File: config.mk
export PLATFORM = sky130hd
export DESIGN_NAME = ram_rr_arbiter
export DESIGN_NICKNAME = d
export VERILOG_FILES = /design/src/rtl/ram_rr_arbiter.sv
export SDC_FILE = /design/constraint.sdc
export NUM_CORES = 1
export LEC_CHECK = 0
export ABC_AREA = 1
export CORE_ASPECT_RATIO = 2
export CORE_UTILIZATION = 39
export DETAILED_ROUTE_END_ITERATION = 8
export PLACE_DENSITY = 0.81
export SLEW_MARGIN = 10
export SYNTH_ARGS = -nofsm -noshare
export SYNTH_HDL_FRONTEND = slang
export SYNTH_SLANG_ARGS = --single-unit
File: constraint.sdc
create_clock -name clk -period 1.5 [get_ports clk]
set_input_delay 0.45 -clock clk [delete_from_list [all_inputs] [get_ports clk]]
set_output_delay 0.45 -clock clk [all_outputs]
set_load 0.05 [all_outputs]
File: src/rtl/ram_rr_arbiter.sv
// Round-robin sequencer sharing one single-port synchronous RAM between requesters A and B.
// One command in flight: grant in IDLE, drive the RAM for one cycle in CMD, capture read data in CAPT.
//
//   state  | meaning
//   IDLE   | waiting for a request; grant is combinational here, done pulses land here
//   CMD    | RAM enable high for exactly one cycle with latched address/data
//   CAPT   | RAM read data valid; captured into rsp_rdata with the owner's done at the edge
module ram_rr_arbiter #(
    parameter int ADDRESS = 3,
    parameter int WIDTH   = 16
) (
    input  logic               clk,
    input  logic               rst,
    input  logic               a_req,
    input  logic               a_we,
    input  logic [ADDRESS-1:0] a_addr,
    input  logic [WIDTH-1:0]   a_wdata,
    output logic               a_gnt,
    output logic               a_done,
    input  logic               b_req,
    input  logic               b_we,
    input  logic [ADDRESS-1:0] b_addr,
    input  logic [WIDTH-1:0]   b_wdata,
    output logic               b_gnt,
    output logic               b_done,
    output logic [WIDTH-1:0]   rsp_rdata,
    output logic               ram_RdEn,
    output logic               ram_WrEn,
    output logic [ADDRESS-1:0] ram_Address,
    output logic [WIDTH-1:0]   ram_WrData,
    input  logic [WIDTH-1:0]   ram_RdData
);

    typedef enum logic [1:0] {
        S_IDLE = 2'd0,
        S_CMD  = 2'd1,
        S_CAPT = 2'd2
    } state_t;

    state_t             r_state;
    state_t             w_next;
    logic               r_last_b;
    logic               r_owner_b;
    logic               r_we;
    logic               r_rden;
    logic               r_wren;
    logic [ADDRESS-1:0] r_ram_addr;
    logic [WIDTH-1:0]   r_ram_wdata;
    logic [WIDTH-1:0]   r_rdata;
    logic               r_a_done;
    logic               r_b_done;
    logic               w_gnt_a;
    logic               w_gnt_b;
    logic               w_sel_we;
    logic [ADDRESS-1:0] w_sel_addr;
    logic [WIDTH-1:0]   w_sel_wdata;

    always_comb begin
        w_next  = r_state;
        w_gnt_a = 1'b0;
        w_gnt_b = 1'b0;
        case (r_state)
            S_IDLE: begin
                if (!rst) begin
                    // A wins a tie only when B owned the RAM last
                    if (a_req && (!b_req || r_last_b)) begin
                        w_gnt_a = 1'b1;
                    end else if (b_req) begin
                        w_gnt_b = 1'b1;
                    end
                end
                if (w_gnt_a || w_gnt_b) begin
                    w_next = S_CMD;
                end
            end
            S_CMD:   w_next = S_CAPT;
            S_CAPT:  w_next = S_IDLE;
            default: w_next = S_IDLE;
        endcase
    end

    assign w_sel_we    = w_gnt_b ? b_we    : a_we;
    assign w_sel_addr  = w_gnt_b ? b_addr  : a_addr;
    assign w_sel_wdata = w_gnt_b ? b_wdata : a_wdata;

    always_ff @(posedge clk) begin
        if (rst) begin
            r_state     <= S_IDLE;
            r_last_b    <= 1'b1;
            r_owner_b   <= 1'b0;
            r_we        <= 1'b0;
            r_rden      <= 1'b0;
            r_wren      <= 1'b0;
            r_ram_addr  <= '0;
            r_ram_wdata <= '0;
            r_rdata     <= '0;
            r_a_done    <= 1'b0;
            r_b_done    <= 1'b0;
        end else begin
            r_state  <= w_next;
            r_rden   <= 1'b0;
            r_wren   <= 1'b0;
            r_a_done <= 1'b0;
            r_b_done <= 1'b0;
            if (w_gnt_a || w_gnt_b) begin
                r_last_b    <= w_gnt_b;
                r_owner_b   <= w_gnt_b;
                r_we        <= w_sel_we;
                r_ram_addr  <= w_sel_addr;
                r_ram_wdata <= w_sel_wdata;
                r_wren      <= w_sel_we;
                r_rden      <= ~w_sel_we;
            end
            if (r_state == S_CAPT) begin
                r_rdata  <= r_we ? '0 : ram_RdData;
                r_a_done <= ~r_owner_b;
                r_b_done <= r_owner_b;
            end
        end
    end

    // Enables are masked by rst so a command caught by reset never reaches the RAM edge
    assign ram_RdEn    = r_rden & ~rst;
    assign ram_WrEn    = r_wren & ~rst;
    assign ram_Address = r_ram_addr;
    assign ram_WrData  = r_ram_wdata;
    assign rsp_rdata   = r_rdata;
    assign a_gnt       = w_gnt_a;
    assign b_gnt       = w_gnt_b;
    assign a_done      = r_a_done;
    assign b_done      = r_b_done;

endmodule

# After elaboration in Yosys (flattened, before gate mapping)
# Cells that the tools add are included.
# classes
n_eq_ne	3
mux	15
bitwise	7
reduce_logical	8
# ops
op	n
two-way mux 16 bit	2
two-way mux 1 bit	10
NOT 1 bit	5
one-hot mux 2 bit (2 select lines)	1
OR reduction 2 bit	2
logical OR 1 bit	3
two-way mux 3 bit	1
bitwise AND 1 bit	2
equality test 2 x 1 -> 1 bit, second input constant	1
equality test 2 bit, second input constant	1
logical NOT 2 bit	1
two-way mux 2 bit	1
!= test 2 bit, second input constant	1
logical AND 1 bit	1
logical NOT 1 bit	1
# totals
reg_bits	44
in_bits	60
out_inout_bits	41
word_cells	44

# Logic depth before layout (Yosys ltp)
# Gate-level depths: netlist of the first run.
# depth
word_depth	10
mapped_depth	9
mapped_depth_nobuf	8

# Worst setup path before layout of the first run
# Ideal clock, no wire load.
# synth_timing
kind	input port to output port
startpoint	input port rst
endpoint	output port a_gnt
t_arrival_ns	1.252
required_time_ns	1.050
path_slack_ns	-0.202
stages	4
n_path_buf	1
path_cell_list	nor2_1 -> nand4_1 -> buf_2 -> inv_1
# synth_between
elab_chain_cells	3
# synth_rtl
element	line	source
start: declaration	13	input logic rst,
two-way mux 1 bit	64	if (!rst) begin
two-way mux 1 bit (2 in a row)	62	case (r_state)
end: declaration	18	output logic a_gnt,
# No other way between the ends. The select of a mux whose other input is x is not followed.

# Final worst setup path of the first run
# layout_timing
startpoint	input port b_req
endpoint	output port a_gnt
# layout_between
elab_chain_cells	7
# layout_rtl
element	line	source
start: declaration	20	input logic b_req,
logical NOT 1 bit	66	if (a_req && (!b_req || r_last_b)) begin
logical OR 1 bit	66	
logical AND 1 bit	66	
two-way mux 1 bit	66	
two-way mux 1 bit	64	
two-way mux 1 bit (2 in a row)	62	
# No other way between the ends. The select of a mux whose other input is x is not followed.

==> results.sh, run 1 <==
export IMPL_p_leak_nw=1.60
export IMPL_diodes=0
export IMPL_drc=0
export IMPL_synthSimpleGateAreaFrac_pct=40.3
export IMPL_synth_mux_area_share_pct=0
export IMPL_wl_per_cell_um=13.1
export IMPL_outcome="finished, violations left"
export IMPL_vias_per_cell=5.03
export IMPL_fin_ws_ns=-0.128
export IMPL_dpl_hpwl_mm=4.32
export IMPL_fmax_mhz=614
export IMPL_tightest_slew_ns=0.507
export IMPL_io_pin_count=101
export IMPL_grt_max_degree=39
export IMPL_cts_tree="built"
export IMPL_grt_first_pass_wirelength_mm=9.38
export IMPL_cp_max_fo=2
export IMPL_cts_sinks=44
export IMPL_first_pass_iters=4
export IMPL_worst_clock_skew_ns=0.00360
export IMPL_peakVddDrop_mv=0.837
export IMPL_synthAdderAreaFrac_pct=0
export IMPL_synth_top_family_by_area="simple AND/OR/NAND/NOR gates"
export IMPL_synth_cell_types=18
export IMPL_syn_to_final_growth_pct=88.3
export IMPL_syn_inst=264
export IMPL_start_util_pct=40.8
export IMPL_finalMaxSlewViolations=0
export IMPL_worst_skew_pair_late_latency_ns=0.29
export IMPL_rsz0062_at_grt="yes"
export IMPL_ys_ff_latch=44
export IMPL_min_path_type="reg2reg"
export IMPL_synth_area_um2=1900
export IMPL_violations="setup timing"
export IMPL_path_clk_slew_ns=0.08
export IMPL_dieArea_um2=5160
export IMPL_synth_compound_area_share_pct=4.75
export IMPL_hold_viol=0
export IMPL_core_area_um2=4640
export IMPL_htree_levels=2
export IMPL_power_density_nw_per_um2=963
export IMPL_fp_dieW_um=51.3
export IMPL_grt_usage_pct=23.9
export IMPL_io_buffer_count=100
export IMPL_ant_nets=0
export IMPL_finalSetupViolations=2
export IMPL_routabilityCongestion=0.803
export IMPL_wl_mm=5.62
export IMPL_antenna_found_initial=0
export IMPL_die_h_um=101
export IMPL_startpoint_type="input pin"
export IMPL_maxCapViolCount=0
export IMPL_hold_ws_ns=0.463
export IMPL_syn_avg_cell_area_um2=7.18
export IMPL_root_buffer="clkbuf_8"
export IMPL_nets=432
export IMPL_numPlacedInstances=418
export IMPL_utilization_pct=76.9
export IMPL_min_period_over_period_pct=109
export IMPL_synthXorXnorAreaFrac_pct=0
export IMPL_grt_overflow_total=0
export IMPL_synth_nets=324
export IMPL_min_period_ns=1.63
export IMPL_slew_headroom_pct=66.2
export IMPL_path_class="in2out"
export IMPL_yosysWarnings=0
export IMPL_fillerInstances=311
export IMPL_std_cell_rows=35
export IMPL_dr_total_vias=2152
export IMPL_layout_cells_non_filler=428
export IMPL_first_global_vias=2090
export IMPL_cts_buffers=5
export IMPL_clock_path_buffers=2
export IMPL_yosysSeqAreaShare_pct=46.5
export IMPL_drive_above_1_share_pct=23.6
export IMPL_end_kind="primary output"
export IMPL_tns_ns=-0.226
export IMPL_crit_required_ns=1.05
export IMPL_drtIter0Drc=26
export IMPL_crit_arrival_ns=1.18
==> cell usage in the layout, fill, tap and decap left out, types with 2 or more instances in the layout <==
master and instances:
clkdlybuf4s50_1 56, dfxtp_1 42, buf_12 42, o21ai_0 16, nand2_1 97, clkbuf_8 5, inv_1 7, buf_4 19
nand4_1 21, inv_2 3, dfxtp_2 2, nand2_2 5, clkinvlp_4 2, nor2_4 3, nand3_1 38, a21oi_1 2
nor2_1 2
==> what timing repair did <==
action | in CTS | in global routing
gates resized for setup | 16 | 1
setup endpoints to repair | 47 | 2
setup buffers | 2 | 0
hold buffers | 0 | 0
pin swaps | 4 | 2
==> per-stage QoR <==
stage / setup WS, ns / power [mW] / instance area [um2]
4_1_cts: -0.122 / 3.47 / 3570
3_5_place_dp: -0.614 / 2.59 / 3430
3_3_place_gp: -0.554 / 2.57 / 3430
5_1_grt: -0.163 / 3.61 / 3570
6_report: -0.128 / 3.44 / 3570
2_1_floorplan: -0.0504 / 1.93 / 1930
==> worst max-delay path: stages <==
cell and delay, ns:
clkdlybuf4s15_2 0.20, nand2_2 0.09, nand4_1 0.17, clkinvlp_4 0.13, buf_12 0.13
==> sequential cells by signal, indices dropped and copies added (netlist names) <==
name and count:
r_owner_b 1, b_done 1, r_we 1, r_last_b 1, ram_WrData 16, a_done 1
r_state 2, ram_Address 3, rsp_rdata 16, r_wren 1, r_rden 1
==> logic make-up (layout without fill, tap and decap cells) <==
group / after synthesis / after routing
and+or+nand+nor: 170 / 170
buffers and inverters: 32 / 141
DFF: 44 / 44
AOI/OAI and AO/OA: 18 / 18
==> routing by layer <==
| metal | wire length (um) | track usage [%] |
|---|---|---|
| met5 | 0 | 0 |
| met4 | 164 | 10.4 |
| met1 | 1930 | 23.2 |
| met2 | 3270 | 47.3 |
| met3 | 246 | 3.32 |
==> synth_stat cells, drive strengths merged <==
master  number  area share, %
nor2         6            1.6
nor3         1           0.26
nand2      103             21
o21ai       16            4.2
nand3       38             10
inv         13            2.6
buf         15            5.1
a21oi        2           0.53
nand3b       1           0.40
clkbuf       4           0.79
nand4       21            6.9
dfxtp       44             46
==> power breakdown <==
part | total, mW | switching, mW | internal (mW)
combinational | 1.20 | 0.608 | 0.590
sequential | 1.37 | 0.101 | 1.27
clock | 0.869 | 0.375 | 0.494
total | 3.44 | 1.08 | 2.35
==> layout make-up <==
type | count | area (um2) | share of cell area (%)
inverter | 13 | 61.3 | 1.72
sequential | 44 | 883 | 24.8
clock inverter | 2 | 35.0 | 0.982
tap | 55 | 68.8 | 1.93
clock buffer | 6 | 72.6 | 2.03
timing repair buffer | 120 | 1570 | 44.0
multi-input combinational | 188 | 878 | 24.6
==> final timing paths <==
path	slack (ns)	from	depth (start not counted)	endpoint
worst max-delay path	-0.13	b_req	5	a_gnt
worst min-delay path	0.46	r_last_b	2	r_last_b
worst max register to register	0.17	r_state[1]	8	r_we
worst min register to register	0.46	r_last_b	2	r_last_b
Power figures use the tool's default switching activity.
==> run 2, diff against run 1 <==
Settings changed: CORE_MARGIN from default to 3.
==> results.sh, run 2 (synthesized netlist as in run 1, its figures left out) <==
export IMPL_dr_total_vias=2164
export IMPL_fp_dieW_um=55.3
export IMPL_grt_usage_pct=21.6
export IMPL_end_kind="primary output"
export IMPL_first_global_vias=2195
export IMPL_finalMaxSlewViolations=0
export IMPL_outcome="finished, violations left"
export IMPL_first_pass_iters=4
export IMPL_final_common_cell="nand2_1"
export IMPL_worst_skew_pair_late_latency_ns=0.28
export IMPL_power_mw=3.43
export IMPL_numPlacedInstances=412
export IMPL_use_met2_pct=41.9
export IMPL_path_class="reg2out"
export IMPL_min_path_type="in2reg"
export IMPL_root_buffer="clkbuf_8"
export IMPL_maxCapViolCount=0
export IMPL_violations="setup timing"
export IMPL_drive_above_1_share_pct=23.5
export IMPL_min_period_over_period_pct=110
export IMPL_routabilityCongestion=0.758
export IMPL_io_pin_count=101
export IMPL_crit_required_ns=1.05
export IMPL_core_area_um2=4640
export IMPL_cts_sinks=44
export IMPL_met1_usage_pct=21.0
export IMPL_utilization_pct=76.6
export IMPL_dieArea_um2=5780
export IMPL_start_util_pct=40.8
export IMPL_path_clk_slew_ns=0.08
export IMPL_placed_cell_area_um2=3390
export IMPL_cts_buffers=5
export IMPL_startpoint_type="flop"
export IMPL_io_buffer_count=100
export IMPL_ant_nets=0
export IMPL_drtIter0Drc=69
export IMPL_hold_viol=0
export IMPL_wl_mm=6.03
export IMPL_die_h_um=105
export IMPL_grt_overflow_total=0
export IMPL_wl_per_cell_um=14.2
export IMPL_nets=430
export IMPL_vias_per_cell=5.08
export IMPL_dpl_hpwl_mm=4.63
export IMPL_worst_clock_skew_ns=0.00170
export IMPL_slew_headroom_pct=66.7
export IMPL_antenna_found_initial=0
export IMPL_grt_max_degree=24
export IMPL_diodes=0
export IMPL_hold_buffers=0
export IMPL_tns_ns=-0.271
export IMPL_cts_tree="built"
export IMPL_grt_first_pass_wirelength_mm=10.1
export IMPL_drc=0
export IMPL_crit_arrival_ns=1.21
export IMPL_htree_levels=2
export IMPL_tightest_slew_ns=0.498
export IMPL_power_density_nw_per_um2=965
export IMPL_final_area_um2=3560
export IMPL_rsz0062_at_grt="yes"
export IMPL_use_met3_pct=4.70
export IMPL_clock_path_buffers=2
export IMPL_final_cell_mix="nand2_1, clkdlybuf4s50_1, buf_12"
export IMPL_layout_cells_non_filler=426
export IMPL_cp_max_fo=3
export IMPL_syn_to_final_growth_pct=87.6
export IMPL_top_usage_layer="met2"
export IMPL_peakVddDrop_mv=1.13
export IMPL_finalSetupViolations=2
export IMPL_fmax_mhz=604
export IMPL_fin_ws_ns=-0.156
export IMPL_p_leak_nw=1.59
export IMPL_std_cell_rows=35
export IMPL_min_period_ns=1.66
run 2: through the flow:
step,hold slack (ns),setup slack (ns)
after floorplan,0.413,-0.0504
after global placement,0.440,-0.559
after detailed placement,0.444,-0.630
after CTS,0.436,-0.138
after global routing,0.446,-0.216
final,0.451,-0.156
run 2: timing repair:
| action | CTS | global route |
|---|---|---|
| endpoints found under the setup margin | 47 | 26 |
| gates cloned | 0 | 0 |
| resized for setup | 13 | 7 |
| buffers inserted | 5 | 4 |
| pin swaps | 4 | 5 |
run 2: report_power, final:
part / internal (mW) / leakage [nW] / switching [mW]
logic: 0.590 / 1.18 / 0.614
registers: 1.27 / 0.361 / 0.101
clock network: 0.494 / 0.0552 / 0.365
total: 2.35 / 1.59 / 1.08
run 2: layout make-up:
| cell class | instances | area [um2] |
|---|---|---|
| tap | 55 | 68.8 |
| clock buffer | 6 | 72.6 |
| multi-input combinational | 188 | 883 |
| fill | 321 | 1090 |
| clock inverter | 2 | 35.0 |
| timing repair buffer | 118 | 1550 |
| inverter | 13 | 61.3 |
| sequential | 44 | 887 |
run 2: worst paths after layout:
| path | startpoint | to | slack (ns) | depth (start not counted) |
|---|---|---|---|---|
| hold / removal | rst | r_state[1] | 0.45 | 2 |
| hold reg to reg | r_owner_b | b_done | 0.46 | 2 |
| setup / recovery | r_state[1] | a_gnt | -0.16 | 4 |
| setup reg to reg | r_state[0] | r_we | 0.08 | 10 |
run 2: routing by layer:
metal / vias up / wire length [um]
li1: 1076 / -
met1: 994 / 2070
met2: 80 / 3500
met3: 14 / 296
met4: 0 / 163
met5: - / 0
run 2: worst max-delay path, stage by stage (launching register included):
cell,delay [ns]
dfxtp_4,0.36
nor2_2,0.08
nand4_1,0.18
clkinvlp_4,0.16
buf_12,0.14
